File: src/rtl/gemm_pkg.sv
// rtl/gemm_pkg.sv - shared types and constants for the GEMM result accumulator
package gemm_pkg;

  // Width of each signed product sum delivered by the vector multiplier
  localparam int PROD_W = 24;

  // Tile state: collect K beats, then hand out the three lanes
  typedef enum logic {
    ACCUM = 1'b0,
    DRAIN = 1'b1
  } state_e;

  // Lane indices as presented on out_lane
  localparam logic [1:0] LANE_P = 2'd0;
  localparam logic [1:0] LANE_Q = 2'd1;
  localparam logic [1:0] LANE_R = 2'd2;

endpackage

File: src/rtl/gemm_lane_acc.sv
// rtl/gemm_lane_acc.sv - one sign-extending wrap-around accumulator with clear
module gemm_lane_acc
  import gemm_pkg::*;
#(
  parameter int ACC_W = 32
) (
  input  logic                     clk,
  input  logic                     rst_n,
  input  logic                     clr,
  input  logic                     add_en,
  input  logic signed [PROD_W-1:0] din,
  output logic signed [ACC_W-1:0]  acc
);

  logic signed [ACC_W-1:0] acc_q;
  logic signed [ACC_W-1:0] acc_d;
  logic signed [ACC_W-1:0] din_ext;

  // Signed cast widens with the sign bit; also legal when ACC_W == PROD_W
  assign din_ext = ACC_W'(din);

  // Clear wins over add; the sum wraps in two's complement
  always_comb begin
    acc_d = acc_q;
    if (clr) begin
      acc_d = '0;
    end else if (add_en) begin
      acc_d = acc_q + din_ext;
    end
  end

  // Accumulator register
  always_ff @(posedge clk or negedge rst_n) begin
    if (!rst_n) begin
      acc_q <= '0;
    end else begin
      acc_q <= acc_d;
    end
  end

  assign acc = acc_q;

endmodule

File: src/rtl/gemm_result_accum.sv
// rtl/gemm_result_accum.sv - accumulates K p/q/r triples per tile and drains three lanes
module gemm_result_accum
  import gemm_pkg::*;
#(
  parameter int K     = 32,
  parameter int ACC_W = 32
) (
  input  logic              clk,
  input  logic              rst_n,
  input  logic              clr,
  input  logic              in_valid,
  output logic              in_ready,
  input  logic [PROD_W-1:0] p,
  input  logic [PROD_W-1:0] q,
  input  logic [PROD_W-1:0] r,
  output logic              out_valid,
  input  logic              out_ready,
  output logic [ACC_W-1:0]  out_data,
  output logic [1:0]        out_lane,
  output logic              tile_done
);

  localparam int CNT_W = (K > 1) ? $clog2(K) : 1;
  localparam logic [CNT_W-1:0] CNT_LAST = CNT_W'(K - 1);

  state_e           state_q, state_d;
  logic [CNT_W-1:0] cnt_q, cnt_d;
  logic [1:0]       lane_q, lane_d;
  logic             tile_done_q, tile_done_d;

  logic xfer;
  logic out_hs;
  logic last_hs;
  logic acc_add;
  logic acc_clr;
  logic signed [ACC_W-1:0] acc_p, acc_q_lane, acc_r;

  assign xfer    = in_valid && (state_q == ACCUM);
  assign out_hs  = out_ready && (state_q == DRAIN);
  assign last_hs = out_hs && (lane_q == LANE_R);

  // clr suppresses the add and zeroes the lanes; so does finishing a drain
  assign acc_add = xfer && !clr;
  assign acc_clr = clr || last_hs;

  gemm_lane_acc #(.ACC_W(ACC_W)) u_acc_p (
    .clk(clk), .rst_n(rst_n), .clr(acc_clr), .add_en(acc_add), .din(p), .acc(acc_p)
  );
  gemm_lane_acc #(.ACC_W(ACC_W)) u_acc_q (
    .clk(clk), .rst_n(rst_n), .clr(acc_clr), .add_en(acc_add), .din(q), .acc(acc_q_lane)
  );
  gemm_lane_acc #(.ACC_W(ACC_W)) u_acc_r (
    .clk(clk), .rst_n(rst_n), .clr(acc_clr), .add_en(acc_add), .din(r), .acc(acc_r)
  );

  // Next-state logic: clr overrides, otherwise count beats or step lanes
  always_comb begin
    state_d     = state_q;
    cnt_d       = cnt_q;
    lane_d      = lane_q;
    tile_done_d = 1'b0;
    if (clr) begin
      state_d = ACCUM;
      cnt_d   = '0;
      lane_d  = LANE_P;
    end else begin
      case (state_q)
        ACCUM: begin
          if (xfer) begin
            if (cnt_q == CNT_LAST) begin
              state_d = DRAIN;
              lane_d  = LANE_P;
            end else begin
              cnt_d = CNT_W'(cnt_q + 1'b1);
            end
          end
        end
        DRAIN: begin
          if (out_hs) begin
            if (lane_q == LANE_R) begin
              state_d     = ACCUM;
              cnt_d       = '0;
              lane_d      = LANE_P;
              tile_done_d = 1'b1;
            end else begin
              lane_d = lane_q + 2'd1;
            end
          end
        end
        default: state_d = ACCUM;
      endcase
    end
  end

  // Control registers, all in one process
  always_ff @(posedge clk or negedge rst_n) begin
    if (!rst_n) begin
      state_q     <= ACCUM;
      cnt_q       <= '0;
      lane_q      <= LANE_P;
      tile_done_q <= 1'b0;
    end else begin
      state_q     <= state_d;
      cnt_q       <= cnt_d;
      lane_q      <= lane_d;
      tile_done_q <= tile_done_d;
    end
  end

  // Select the lane being presented; index 3 is unreachable
  always_comb begin
    case (lane_q)
      LANE_Q:  out_data = acc_q_lane;
      LANE_R:  out_data = acc_r;
      default: out_data = acc_p;
    endcase
  end

  assign in_ready  = (state_q == ACCUM);
  assign out_valid = (state_q == DRAIN);
  assign out_lane  = lane_q;
  assign tile_done = tile_done_q;

endmodule
File: config.mk
export PLATFORM = sky130hd
export DESIGN_NAME = gemm_result_accum
export DESIGN_NICKNAME = d
export VERILOG_FILES = /design/src/rtl/gemm_pkg.sv /design/src/rtl/gemm_lane_acc.sv /design/src/rtl/gemm_result_accum.sv
export SDC_FILE = /design/constraint.sdc
export NUM_CORES = 1
export LEC_CHECK = 0
export CAP_MARGIN = 20
export CORE_ASPECT_RATIO = 1.1
export CORE_UTILIZATION = 64
export CTS_BUF_LIST = sky130_fd_sc_hd__clkbuf_4 sky130_fd_sc_hd__clkbuf_8
export DETAILED_ROUTE_END_ITERATION = 6
export GPL_TIMING_DRIVEN = 0
export PLACE_DENSITY_LB_ADDON = 0.3
export SLEW_MARGIN = 20
export SYNTH_ARGS = -nofsm -noshare
export SYNTH_HDL_FRONTEND = slang
export SYNTH_HIERARCHICAL = 1
export SYNTH_SLANG_ARGS = --single-unit
File: constraint.sdc
create_clock -name clk -period 5.6 [get_ports clk]
set_clock_uncertainty 0.15 [all_clocks]
set_input_delay 1.4 -clock clk [delete_from_list [all_inputs] [get_ports clk]]
set_output_delay 1.4 -clock clk [all_outputs]
set_load 0.01 [all_outputs]
Word-level counts from Yosys, hierarchy flattened
Index checks and enable logic that the tools add are counted.
Cells by class
  add/sub/neg operators: 5
  equality and inequality tests: 8
  multiplexer cells: 29
  bitwise gates (word level): 1
  reductions and logical operators: 9
Operators by type and width (number)
  32-bit two-way mux: 6
  32-bit by 24-bit adder with 32-bit output: 3
  32-bit one-hot mux with 2 select lines: 1
  5-bit two-way mux: 5
  3-bit by 2-bit != test with 1-bit output (second input constant): 4
  2-bit two-way mux: 5
  5-bit one-hot mux with 2 select lines: 1
  1-bit two-way mux: 9
  5-bit by 1-bit adder with 5-bit output (second input constant): 1
  5-bit == test (second input constant): 1
  1-bit logical AND: 4
  2-bit one-hot mux with 2 select lines: 1
  4-bit AND reduction: 1
  3-bit != test (second input constant): 1
  3-bit AND reduction: 1
  2-bit by 1-bit adder with 2-bit output (second input constant): 1
  2-bit by 1-bit == test with 1-bit output (second input constant): 1
  2-bit == test (second input constant): 1
  1-bit one-hot mux with 2 select lines: 1
  2-bit nonzero test: 1
  1-bit zero test: 1
  1-bit logical OR: 1
  1-bit inverter: 1
Word-level totals
  flip-flop bits (word level): 105
  input port bits: 77

Longest topological paths before layout
Gate-level depths: netlist of run 1.
  depth in word-level cells: 5
  mapped depth: 12
  gate-level depth less buffers: 12

Modules after synthesis
The synthesis of run 1 kept the hierarchy.
Modules (own cells, without submodules)
  gemm_lane_acc (u_acc_p ...): times used 2, cells each 346, area each 2949.1 µm², sequential area each 800.8 µm²
  gemm_lane_acc (u_acc_r): times used 1, cells each 345, area each 2987.9 µm², sequential area each 800.8 µm²
  gemm_result_accum: times used 1, cells each 167, area each 1112.3 µm², sequential area each 225.2 µm²

Worst setup path after synthesis of run 1
OpenSTA, ideal clock, no wires.
  path type: input -> register
  start: input r[6]
  end: register u_acc_r.acc_q[31] (netlist: u_acc_r/acc[31])
  arrival: 3.606 ns
  data required time: 5.321 ns
  setup slack: 1.715 ns
  cell stages on the path: 11
  cell sequence: ha_1 > buf_6 > a2111oi_0 > nor3_1 > a221oi_2 > a211oi_2 > nor2_1 > o2111ai_1 > nand2_1 > a221oi_1 > a2111o_1
Between the ends
  longest elaborated chain between the ends: 3
Ends and longest elaborated chain
  start, declared: line gemm_result_accum.sv:15  | input logic [PROD_W-1:0] r,
  32-bit by 24-bit adder with 32-bit output: line gemm_lane_acc.sv:28  | acc_d = acc_q + din_ext;
  32-bit two-way mux: line gemm_lane_acc.sv:27  | end else if (add_en) begin
  32-bit two-way mux: line gemm_lane_acc.sv:25  | if (clr) begin
  end signal, assigned: line gemm_lane_acc.sv:35  | acc_q <= '0;
  end signal, assigned: line gemm_lane_acc.sv:37  | acc_q <= acc_d;
  end, declared: line gemm_lane_acc.sv:15  | logic signed [ACC_W-1:0] acc_q;
Every way passes these cells. The select of a mux whose other input is x is not followed.
A chain may end at the register's enable or synchronous reset.

Worst setup path in the final report of run 1
  start: register lane_q[1] (netlist: out_lane[1])
  end: output out_data[5]
Between the ends
  longest elaborated chain between the ends: 2
  elaborated cells on any way between the ends: 3
Ends and longest elaborated chain
  start, declared: line gemm_result_accum.sv:28  | logic [1:0] lane_q, lane_d;
  start signal, assigned: line gemm_result_accum.sv:105  | lane_q <= lane_d;
  2-bit == test / 2-bit by 1-bit == test with 1-bit output (equally long branches): line gemm_result_accum.sv:112  | case (lane_q)
  32-bit one-hot mux with 2 select lines (*): line gemm_result_accum.sv:112
  end, declared: line gemm_result_accum.sv:18  | output logic [ACC_W-1:0] out_data,
Mark *: on every way between the ends. The rest lies on a longest branch, timed or not.

==> results of run 1 <==
-- synthesized netlist by cell type (12+ instances only) --
master	n
a211oi_1	17
a21o_1	47
a21oi_1	119
a22o_1	12
a22oi_1	33
a31oi_1	22
clkbuf_1	41
dfrtp_1	105
ha_1	98
inv_1	36
mux2i_1	43
nand2_1	51
nand2b_1	13
nand3_1	32
nand4_1	21
nor2_1	156
nor2b_1	23
nor3_1	23
o21a_1	12
o21ai_0	45
xnor2_1	42
xor2_1	19
-- area by class of cell --
type,instances,share of cell area
Buffer,57,0.0211
Clock buffer,14,0.0161
Clock inverter,2,0.000864
Inverter,38,0.0123
Multi-Input combinational cell,1004,0.603
Sequential cell,105,0.227
Tap cell,196,0.0212
Timing Repair Buffer,113,0.0992
-- flip-flops by register name, indices dropped and copies added (netlist names) --
| name | count |
|---|---|
| cnt_q | 5 |
| out_lane | 2 |
| out_valid | 1 |
| tile_done | 1 |
| u_acc_r/acc | 32 |
| u_acc_q/acc | 32 |
| u_acc_p/acc | 32 |
-- where the power goes --
group | switching [W] | leakage (nW) | internal (W)
clock network | 0.000264 | 0.106 | 0.000215
logic | 0.000491 | 3.71 | 0.000397
registers | 0.0000605 | 1.42 | 0.000812
total | 0.000815 | 5.24 | 0.00142
-- routing by layer --
metal,share of wire,global-route usage,wire [microns],vias up
met5,0,0,0,-
met2,0.47,0.591,13500,467
met1,0.42,0.466,12000,4775
met3,0.072,0.0432,2070,77
met4,0.036,0.171,1030,0
li1,-,-,-,4760
-- cell families after synthesis --
family,count (synthesis),share of synthesized area
AO/OA/AOI/OAI,416,0.284
AND/OR/NAND/NOR,380,0.186
flip-flops,105,0.263
adder cells (fa/ha/maj),101,0.129
buffers and inverters,95,0.0387
XOR/XNOR,61,0.0534
multiplexers,46,0.0464
-- final timing paths --
check | startpoint | end | slack [ns] | cells after the start
setup / recovery | out_lane[1] | out_data[5] | 0.95 | 7
hold / removal | cnt_q[3] | cnt_q[3] | 0.39 | 2
setup reg to reg | u_acc_r/acc[6] | u_acc_r/acc[31] | 2.25 | 11
max in group asynchronous | rst_n | u_acc_r/acc[20] | 3.87 | 2
min in group asynchronous | rst_n | u_acc_r/acc[6] | 0.79 | 1
hold reg to reg | cnt_q[3] | cnt_q[3] | 0.39 | 2
-- stage by stage --
step                instance area [sq um]  utilization  total power (W)  cells
floorplan                           10000            -          0.00148   1204
CTS                                 11600        0.764          0.00222   1529
finish                              11600        0.764          0.00224   1529
detailed placement                  11400        0.751          0.00175   1513
global placement                    11400        0.749          0.00172   1512
global route                        11600        0.764          0.00235   1529
-- critical path, delay by kind of cell, from the launching register on --
kind / cells / cell delay [ns]
buffers and inverters: 4 / 1.51
AO/OA/AOI/OAI: 2 / 0.56
flip-flops: 1 / 0.43
adder cells (fa/ha/maj): 1 / 0.21
==> flow_metrics.env, run 1 <==
export IMPL_avgRoutedWirePerCell_microns=18.7
export IMPL_antenna_found_initial=0
export IMPL_synthCells=1204
export IMPL_seq_area_frac_synth=0.263
export IMPL_ys_seq_elements=105
export IMPL_holdWs_ns=0.394
export IMPL_cts_htree_levels=3
export IMPL_firstDrtPassIters=5
export IMPL_place_hpwl_microns=22400
export IMPL_cts_root_buf="clkbuf_8"
export IMPL_tns_ns=0
export IMPL_die_area_sq_mm=0.0161
export IMPL_routabilityCongestion=0.960
export IMPL_syn_area_sq_mm=0.0100
export IMPL_cellPowerDensity_mw_per_mm2=193
export IMPL_setup_viol=0
export IMPL_grt_pass1_wl_microns=45700
export IMPL_drc=0
export IMPL_drtIter0Drc=1058
export IMPL_antenna_cells=0
export IMPL_cp_arrival_ns=3.10
export IMPL_start_util=0.659
export IMPL_multi_input_area_sq_mm=0.00698
export IMPL_cp_end_kind="output pin"
export IMPL_outcome="finished clean"
export IMPL_cts_tree="yes"
export IMPL_die_h_microns=133
export IMPL_vias_per_cell=6.59
export IMPL_cp_start_kind="flop"
export IMPL_seq_area_sq_mm=0.00263
export IMPL_avgSynthCellArea_sq_um=8.30
export IMPL_synth_edff_count=0
export IMPL_synthToLayoutAreaGrowth_pct=15.9
export IMPL_final_cell_mix="nor2_1 (156), a21oi_1 (119), clkdlybuf4s50_1 (111)"
export IMPL_fp_row_count=47
export IMPL_hold_viol=0
export IMPL_grt_ovfl_total=0
export IMPL_synth_cell_types=81
export IMPL_max_cap_violations=0
export IMPL_synth_flop_cell="dfrtp_1"
export IMPL_grt_pass1_vias=9468
export IMPL_core_area_sq_mm=0.0152
export IMPL_hold_class="flop to flop"
export IMPL_final_common_cell="nor2_1"
export IMPL_chipWidth_microns=121
export IMPL_crit_type="flop to output pin"
export IMPL_worstPathRequired_ns=4.05
export IMPL_post_synth_top_area_fraction=0.263
export IMPL_clock_latency_ns=0.39
export IMPL_cts_hold_buf=0
export IMPL_tightest_slew_ns=0.812
export IMPL_critPathMaxStageDelay_ns=0.58
export IMPL_cpMostUsedCell="clkbuf_1"
export IMPL_max_freq_mhz=215
export IMPL_final_antenna_net_count=0
export IMPL_cellLeakagePower_nw=5.24
export IMPL_track_usage=0.358
export IMPL_syn_nets=1382
export IMPL_fin_crit_ns=4.65
export IMPL_clock_sinks=105
export IMPL_post_cts_setup_buffers=0
export IMPL_ioPinCount=114
export IMPL_synth_area_leader_cell="dfrtp_1"
export IMPL_synthArstFlopShare=1.00
export IMPL_drive_gt1_frac=0.0510
export IMPL_wirelength_microns=28600
export IMPL_cts_buffers=9
export IMPL_critical_path_slowest_cell="clkbuf_1"
export IMPL_synth_top_cells_by_area="dfrtp_1 (26%), ha_1 (12%), a21oi_1 (6.0%), nor2_1 (5.9%), mux2i_1 (4.3%)"
export IMPL_cp_cell_sequence="inv_1 -> ha_1 -> clkbuf_1 -> clkbuf_1 -> a22oi_1 -> a21oi_1 -> clkdlybuf4s50_1"
export IMPL_fillers=1157
export IMPL_finalCritPeriodShare=0.830
export IMPL_slew_headroom=0.459
export IMPL_pre_cts_ws_ns=0.862
export IMPL_grt_max_degree=54
export IMPL_vdd_ir_drop_max_uv=110
export IMPL_clk_pin_slew_ns=0.10
export IMPL_clk_path_buf_depth=2
export IMPL_vias=10100
export IMPL_path_max_fanout=10
export IMPL_rsz0062_at_grt="false"
export IMPL_cts_resized=0
export IMPL_slew_viol_final=0
export IMPL_place_port_buffers=112
export IMPL_yosysWarnings=6
export IMPL_fin_nets=1506
export IMPL_fin_ws_ns=0.952
No activity file was read; power rests on OpenSTA's default activity.
==> run 2, diff against run 1 <==
- CORE_UTILIZATION: 64 -> 59
- clock period: 5.6 -> 4.6 ns (I/O delays scaled with it)
==> run 2 against run 1 <==
Effect of this change:
- setup slack worse by 0.70 ns
- combinational power is 22% higher
- power is 22% higher
- wire length is 0.73% higher
- clock power is 24% higher
- die area is 8.3% higher
- sequential power is 21% higher
- hold slack better by 0.012 ns
- highest routed layer unchanged
==> flow_metrics.env, run 2 (same netlist as run 1, synthesis figures left out) <==
export IMPL_worstReg2RegStart="u_acc_r/acc[0]"
export IMPL_antenna_found_initial=0
export IMPL_holdWs_ns=0.406
export IMPL_pre_cts_ws_ns=-0.0440
export IMPL_drc=0
export IMPL_hold_start="u_acc_p/acc[26]"
export IMPL_grt_pass1_vias=9214
export IMPL_routabilityCongestion=0.950
export IMPL_critPathMaxStageDelay_ns=0.59
export IMPL_slew_headroom=0.470
export IMPL_dpl_cell_count=1521
export IMPL_hold_class="flop to flop"
export IMPL_cts_buffers=9
export IMPL_min_path_cells=1
export IMPL_grt_ovfl_total=0
export IMPL_start_util=0.606
export IMPL_cts_hold_buf=0
export IMPL_cp_arrival_ns=3.04
export IMPL_clock_sinks=105
export IMPL_path_max_fanout=10
export IMPL_wirelength_microns=28800
export IMPL_cellLeakagePower_nw=5.24
export IMPL_drive_gt1_frac=0.0510
export IMPL_vias_per_cell=6.51
export IMPL_place_port_buffers=112
export IMPL_vdd_ir_drop_max_uv=143
export IMPL_setup_viol=0
export IMPL_fin_ws_ns=0.255
export IMPL_final_antenna_net_count=0
export IMPL_worstPathRequired_ns=3.30
export IMPL_cts_tree="yes"
export IMPL_cp_cell_sequence="inv_1 -> ha_1 -> clkbuf_1 -> clkbuf_1 -> a22oi_1 -> a21oi_1 -> clkdlybuf4s50_1"
export IMPL_antenna_cells=0
export IMPL_tightest_slew_ns=0.795
export IMPL_clock_latency_ns=0.38
export IMPL_holdPathEnd="u_acc_p/acc[26]"
export IMPL_ioPinCount=114
export IMPL_finalCritPeriodShare=0.944
export IMPL_synthToLayoutAreaGrowth_pct=16.1
export IMPL_max_cap_violations=0
export IMPL_cpMostUsedCell="clkbuf_1"
export IMPL_core_area_sq_mm=0.0165
export IMPL_rsz0062_at_grt="false"
export IMPL_outcome="finished clean"
export IMPL_clk_path_buf_depth=2
export IMPL_place_hpwl_microns=22500
export IMPL_reg2reg_to="u_acc_r/acc[28]"
export IMPL_grt_max_degree=54
export IMPL_die_h_microns=139
export IMPL_rrSetupSlack_ns=1.06
export IMPL_clk_pin_slew_ns=0.10
export IMPL_final_cell_count_no_fill=1537
export IMPL_fin_crit_ns=4.34
export IMPL_cp_start_kind="flop"
export IMPL_fp_row_count=49
export IMPL_post_cts_setup_buffers=0
export IMPL_placed_area_sq_mm=0.0114
export IMPL_slew_viol_final=0
export IMPL_cts_resized=0
export IMPL_drtIter0Drc=877
export IMPL_avgRoutedWirePerCell_microns=18.7
export IMPL_chipWidth_microns=126
export IMPL_crit_type="flop to output pin"
export IMPL_cellPowerDensity_mw_per_mm2=236
export IMPL_r2r_cells=12
export IMPL_final_cell_mix="nor2_1 (156), a21oi_1 (119), clkdlybuf4s50_1 (111)"
export IMPL_critical_path_slowest_cell="clkdlybuf4s50_1"
export IMPL_die_area_sq_mm=0.0175
export IMPL_firstDrtPassIters=5
export IMPL_design_area_sq_mm=0.0116
export IMPL_max_freq_mhz=230
export IMPL_cp_end_kind="output pin"
export IMPL_hold_viol=0
export IMPL_fin_nets=1506
export IMPL_cts_root_buf="clkbuf_8"
export IMPL_final_common_cell="nor2_1"
export IMPL_vias=9999
export IMPL_cts_htree_levels=3
export IMPL_grt_pass1_wl_microns=46700
export IMPL_track_usage=0.331
[run 2: cell types whose count changed in the layout (fill, tap and decap cells not counted), sizes merged]
cell	previous run	this run
clkbuf	55	56
clkinv	3	1
clkinvlp	0	1
[run 2: worst max-delay path: cells and delay by family, from the launching register on]
family / cells / cell delay, ns
AO/OA/AOI/OAI: 2 / 0.54
adder cells (fa/ha/maj): 1 / 0.14
buffers and inverters: 4 / 1.54
flip-flops: 1 / 0.44
[run 2: final cells by class]
class	instances	area, sq um
Inverter	38	143
Buffer	57	244
Timing Repair Buffer	113	1150
Fill cell	1327	4890
Sequential cell	105	2630
Clock inverter	1	7.51
Tap cell	204	255
Multi-Input combinational cell	1004	6980
Clock buffer	15	194
[run 2: worst max path at each step]
stage | endpoint | from | cells after the start | slack [ns]
5_1_grt | out_data[15] | out_lane[0] | 7 | 0.08
2_1_floorplan | u_acc_r/acc[31] | r[6] | 11 | 0.96
3_3_place_gp | u_acc_p/acc[26] | rst_n | 1 | -1.80
4_1_cts | out_data[19] | out_lane[0] | 7 | 0.29
6_report | out_data[19] | out_lane[0] | 7 | 0.26
3_5_place_dp | u_acc_r/acc[28] | r[0] | 13 | -0.04
[run 2: stage by stage]
stage | util | setup TNS, ns | power (W)
6_report | 0.704 | 0 | 0.00273
5_1_grt | 0.704 | 0 | 0.00289
4_1_cts | 0.704 | 0 | 0.00272
3_5_place_dp | 0.691 | -0.0734 | 0.00213
3_3_place_gp | 0.690 | -188.03 | 0.00210
2_1_floorplan | - | 0 | 0.00180
[run 2: power breakdown]
| part | internal, W | switching (W) | total, W |
|---|---|---|---|
| Clock | 0.000269 | 0.000322 | 0.000591 |
| Combinational | 0.000482 | 0.000597 | 0.00108 |
| Sequential | 0.000989 | 0.0000738 | 0.00106 |
| Total | 0.00174 | 0.000993 | 0.00273 |
[run 2: metal layers]
metal / part of all wire / GRT usage
met1: 0.43 / 0.459
met2: 0.47 / 0.550
met3: 0.071 / 0.0228
met4: 0.024 / 0.110
met5: 0 / 0
==> run 3, diff against run 2 <==
- CAP_MARGIN: 20 -> not set
==> results of run 3 <==
No change in the layout: final DEF, timing and power equal those of run 2.
